[src/rtl/multiplier_q.sv]
// Signed Q-format multiplier: iterative shift-add over DATA_W cycles, followed by
// optional round-half-up, arithmetic shift by FRAC_W and saturate-or-wrap output.
module multiplier_q #(
    parameter int unsigned DATA_W = 16,
    parameter int unsigned FRAC_W = 13,
    parameter bit          SAT_EN = 1'b1,
    parameter bit          RND_EN = 1'b0
) (
    input  logic              I_CLK,
    input  logic              I_RST,
    input  logic              I_VLD,
    input  logic [DATA_W-1:0] I_M1,
    input  logic [DATA_W-1:0] I_M2,
    output logic              O_VLD,
    output logic              O_MUL_BUSY,
    output logic [DATA_W-1:0] O_PRODUCT,
    output logic              O_OVF
);

    localparam int unsigned CntW = $clog2(DATA_W);
    localparam int unsigned PW   = 2 * DATA_W;
    localparam logic [PW:0] RndInc = RND_EN ? ((PW+1)'(1) << (FRAC_W - 1)) : '0;
    localparam logic [DATA_W-1:0] MaxPos = {1'b0, {(DATA_W-1){1'b1}}};
    localparam logic [DATA_W-1:0] MinNeg = {1'b1, {(DATA_W-1){1'b0}}};

    typedef enum logic [1:0] {StIdle, StCalc, StDone} state_e;

    state_e                 state_q, state_d;
    logic [CntW-1:0]        cnt_q, cnt_d;
    logic [DATA_W-1:0]      m1_q, m1_d;
    logic signed [DATA_W:0] hi_q, hi_d;
    logic [DATA_W-1:0]      lo_q, lo_d;
    logic [DATA_W-1:0]      prod_q, prod_d;
    logic                   ovf_q, ovf_d;

    logic                   last;
    logic signed [DATA_W:0] m1_ext, addend, sum;
    logic [PW-1:0]          full;
    logic signed [PW:0]     rnd, shf;
    logic                   in_rng;
    logic [DATA_W-1:0]      prod_res;

    // Datapath: hi holds the running partial sum, lo shifts out multiplier bits
    // and fills with product low bits. The MSB of the multiplier has negative weight.
    always_comb begin
        last   = (cnt_q == CntW'(DATA_W - 1));
        m1_ext = {m1_q[DATA_W-1], m1_q};
        addend = lo_q[0] ? (last ? -m1_ext : m1_ext) : '0;
        sum    = hi_q + addend;
        full   = {sum, lo_q[DATA_W-1:1]};
        rnd    = $signed({full[PW-1], full}) + $signed(RndInc);
        shf    = rnd >>> FRAC_W;
        in_rng = (&shf[PW:DATA_W-1]) | ~(|shf[PW:DATA_W-1]);
        if (SAT_EN) begin
            if (in_rng) begin
                prod_res = shf[DATA_W-1:0];
            end else begin
                prod_res = rnd[PW] ? MinNeg : MaxPos;
            end
        end else begin
            prod_res = {rnd[PW], shf[DATA_W-2:0]};
        end
    end

    always_comb begin
        state_d = state_q;
        cnt_d   = cnt_q;
        m1_d    = m1_q;
        hi_d    = hi_q;
        lo_d    = lo_q;
        prod_d  = prod_q;
        ovf_d   = ovf_q;
        case (state_q)
            StIdle: begin
                if (I_VLD) begin
                    m1_d    = I_M1;
                    lo_d    = I_M2;
                    hi_d    = '0;
                    cnt_d   = '0;
                    state_d = StCalc;
                end
            end
            StCalc: begin
                hi_d  = {sum[DATA_W], sum[DATA_W:1]};
                lo_d  = {sum[0], lo_q[DATA_W-1:1]};
                cnt_d = cnt_q + CntW'(1);
                if (last) begin
                    prod_d  = prod_res;
                    ovf_d   = ~in_rng;
                    state_d = StDone;
                end
            end
            StDone:  state_d = StIdle;
            default: state_d = StIdle;
        endcase
    end

    always_ff @(posedge I_CLK) begin
        if (I_RST) begin
            state_q <= StIdle;
            cnt_q   <= '0;
            m1_q    <= '0;
            hi_q    <= '0;
            lo_q    <= '0;
            prod_q  <= '0;
            ovf_q   <= 1'b0;
        end else begin
            state_q <= state_d;
            cnt_q   <= cnt_d;
            m1_q    <= m1_d;
            hi_q    <= hi_d;
            lo_q    <= lo_d;
            prod_q  <= prod_d;
            ovf_q   <= ovf_d;
        end
    end

    assign O_VLD      = (state_q == StDone);
    assign O_MUL_BUSY = (state_q != StIdle);
    assign O_PRODUCT  = prod_q;
    assign O_OVF      = ovf_q;

endmodule

[config.mk]
export PLATFORM = sky130hd
export DESIGN_NAME = multiplier_q
export DESIGN_NICKNAME = d
export VERILOG_FILES = /design/src/rtl/multiplier_q.sv
export SDC_FILE = /design/constraint.sdc
export NUM_CORES = 1
export LEC_CHECK = 0
export CELL_PAD_IN_SITES_DETAIL_PLACEMENT = 0
export CELL_PAD_IN_SITES_GLOBAL_PLACEMENT = 1
export CORE_UTILIZATION = 44
export DETAILED_ROUTE_END_ITERATION = 10
export GPL_ROUTABILITY_DRIVEN = 0
export PLACE_DENSITY_LB_ADDON = 0.3
export REMOVE_ABC_BUFFERS = 1
export SETUP_SLACK_MARGIN = 0.2
export SLEW_MARGIN = 30
export SYNTH_ARGS = -nofsm -noshare
export SYNTH_HDL_FRONTEND = slang
export SYNTH_SLANG_ARGS = --single-unit
[constraint.sdc]
create_clock -name I_CLK -period 7.01 [get_ports I_CLK]
set_clock_uncertainty 0.05 [all_clocks]
set_input_delay 1.7525 -clock I_CLK [delete_from_list [all_inputs] [get_ports I_CLK]]
set_output_delay 1.7525 -clock I_CLK [all_outputs]
set_load 0.005 [all_outputs]
==> results by group <==
Yosys
  – Sequential fraction of the synthesis area: 0.363
  – Yosys top cell area share: 0.363
  – Cells after Synth: approximately 480
  – Synth top area cells: dfxtp_1, a21oi_1, nand2_1
  – Synth top cells by count: nand2_1, dfxtp_1, a21oi_1, nor2_1, o21ai_0
  – Most common cell in the netlist: nand2_1
  – Distinct cells, synth: 53
  – Top cell type by total area after synthesis: dfxtp_1
  – Avg Inst Size Synth: between 8 and 9 um^2
  – Asr flop ratio synth: 0
  – Ys flop type: dfxtp_1
  – EDFF count, synth: 0
  – Synthesized area: between 0.003 and 0.004 mm^2
  – #FFs+latches synth: around 70
  – Synth warn: 0

CTS
  – Cts bufs inserted: 9
  – Hold Buf Count CTS: 0
  – CTS Buffer Depth: 2
  – Post-CTS Resized: 0
  – # H-tree levels: 3
  – Post-CTS Setup Bufs: 0
  – CTS Root Cell: clkbuf_8
  – Clk slew on worst S/H paths: ~90 ps
  – Clock sinks: 71
  – Clock latency on the worst-skew pair: roughly 350 ps
  – CTS tree: done

Power
  – Peak supply drop: 0.123 mV
  – Sw Share: 0.274
  – Total power: between 0.8 and 0.9 mW
  – Internal Power: 0.642 mW
  – Leakage Power: 1.74 nW
  – Power Density: about 190 mW/mm^2
  – Comb power frac: 0.123
  – P_sw: about 0.24 mW
  – Clock share of power: 0.388
  – Share of power burned in registers: 0.489

Detailed routing
  – WL/cell: 14.9 um
  – Post-route ant nets: 0
  – DRC viols: 0
  – TritonRoute pass-1 iters: 5
  – Starting DRC count in detailed routing: 96
  – Vias post-DR: ~3.5k
  – Vias per inst: 5.60
  – Routed wire length: between 9000 and 10000 um

Floorplanning
  – Die width: just under 100 um
  – Core area: slightly below 0.009 mm^2
  – Full die area: around 0.0093 mm^2
  – Row count: 34
  – IO Pins: 54
  – Starting Density: 0.451
  – Chip Height: slightly below 100 um

Timing
  – Period minus WS final: around 4600 ps
  – Achievable frequency: between 200 and 250 MHz
  – WHS: approximately 400 ps
  – Final Setup Violations: 0
  – Slew at the pin closest to its max-slew limit: around 880 ps
  – Final setup TNS: 0 ps
  – Final period util: 0.657
  – Final hold violations: 0
  – RSZ-0062 raised after global routing: no
  – Max_slew headroom: 0.413
  – Final Max Slew Viols: 0

Final layout
  – Register area: 0.00142 mm^2
  – Nets@finish: between 500 and 600
  – Area of the multi-input gates: 0.00232 mm^2
  – Ant diodes: 0
  – Share of layout cells above drive strength 1: 0.0651
  – Area growth from synthesis to layout: 19.5%
  – FILL cells: around 860

Global route
  – Largest net degree at the start of global routing: 54
  – Total track usage: 0.220
  – GRT overflow: 0
  – Antenna violations before repair: 0
  – First-pass GRT wire length: ~16000 um
  – Vias in the first global route: about 3.2k

Critical path
  – CP Buf/Inv Count: 1
  – Max stage delay on crit path: just under 700 ps
  – Setup crit start: m1_q[0]$_SDFFE_PP0P_
  – Cell family with the largest share of critical-path delay: compound AO/OA/AOI/OAI gates
  – Crit Path Category: reg2reg
  – Top cell by count, worst path: ha_1
  – CP arrival: about 4900 ps
  – CP Max Fanout: 15
  – RR Startpoint: m1_q[0]$_SDFFE_PP0P_
  – Critical Path Slowest Stage Cell: nor4b_1
  – Crit path capture type: flop
  – Data required time of the worst path: between 7000 and 8000 ps
  – CP Cell Sequence: inv_1, ha_1, nor4b_1, nand2_4, o41ai_1, xnor2_1, and2_1, ha_1, o21ai_0, o21bai_1, a22oi_1, o211ai_1, a311oi_1, nand3_2, a31oi_4, o221a_1
  – Critical Path Source Type: flop

Placement
  – DP HPWL: 6410 um
  – IO buf count: 53

Worst hold path
  – Worst Hold Class: reg2reg
  – Hold Startpoint: lo_q[11]$_SDFFE_PP0P_

Run
  – Number of max-cap violations: 0

Outcome
  – Status: finished, final reports clean
[cell families after synthesis]
logic type | share of synthesized area
buffers and inverters | 0.0454
DFF | 0.363
xor gates and xnor gates | 0.0563
AOI/OAI and AO/OA | 0.250
and+or+nand+nor | 0.220
muxes | 0.00256
adders and majority gates | 0.0627
[cell usage in the layout (no fill, tap or decap), types with 4 or more instances in the layout]
cell type / netlist / routed
or3_1: 4 / 4
a21oi_1: 61 / 61
nand3_1: 20 / 20
a22oi_1: 15 / 15
and2_1: 13 / 13
o221a_1: 15 / 15
clkdlybuf4s50_1: 0 / 52
nor3_1: 10 / 10
clkbuf_8: 1 / 10
a21boi_0: 4 / 4
nor4_1: 4 / 4
a211oi_1: 7 / 7
dfxtp_1: 71 / 71
nand2_1: 77 / 77
xnor2_1: 13 / 13
inv_1: 10 / 10
ha_1: 18 / 18
buf_4: 0 / 4
nor2_1: 29 / 29
o31ai_1: 4 / 4
o21ai_0: 21 / 21
xor2_1: 9 / 9
[state kept, by name (all words and copies together) (netlist names)]
signal     count
O_PRODUCT     16
hi_q          16
lo_q          16
m1_q          16
cnt_q          4
state_q        2
O_OVF          1
[power groups by stage]
stage	clock (mW)	sequential [mW]	combinational, mW
after CTS	0.352	0.432	0.110
after floorplan	0	0.437	0.0647
after global routing	0.371	0.434	0.122
after global placement	0	0.441	0.108
final	0.343	0.432	0.109
after detailed placement	0	0.441	0.110
[per-stage QoR]
step | setup WS [ps] | utilization | instance area (um^2) | instances
detailed placement | 2520 | 0.515 | 4470 | 614
global route | 1970 | 0.539 | 4680 | 630
global placement | 2700 | 0.515 | 4470 | 614
floorplan | 3120 | - | 3770 | 449
finish | 2410 | 0.539 | 4680 | 630
CTS | 2460 | 0.539 | 4680 | 630
[layout make-up]
cell class | count | share of cell area
multi-input combinational | 368 | 0.496
sequential | 71 | 0.304
timing repair buffer | 57 | 0.119
clock buffer | 10 | 0.0294
tap | 108 | 0.0289
clock inverter | 6 | 0.0147
inverter | 10 | 0.00803
[path summary, 6_finish.rpt]
kind,to,slack (ps),cells after the start
hold / removal,lo_q[11]$_SDFFE_PP0P_,410,2
hold reg to reg,lo_q[11]$_SDFFE_PP0P_,410,2
setup / recovery,O_PRODUCT[0]$_SDFFE_PP0P_,2410,16
setup reg to reg,O_PRODUCT[0]$_SDFFE_PP0P_,2410,16
[routing by layer]
layer  track usage  routed length [um]
met1         0.288                4420
met2         0.362                4320
met3        0.0411                 467
met4        0.0759                 152
met5             0                   0
[worst min-delay path, cell delays in order (launching register included)]
cell     delay [ps]
dfxtp_1         310
nand2_1          50
a21oi_1          50
Note: power is estimated with default switching activity, not from simulation.
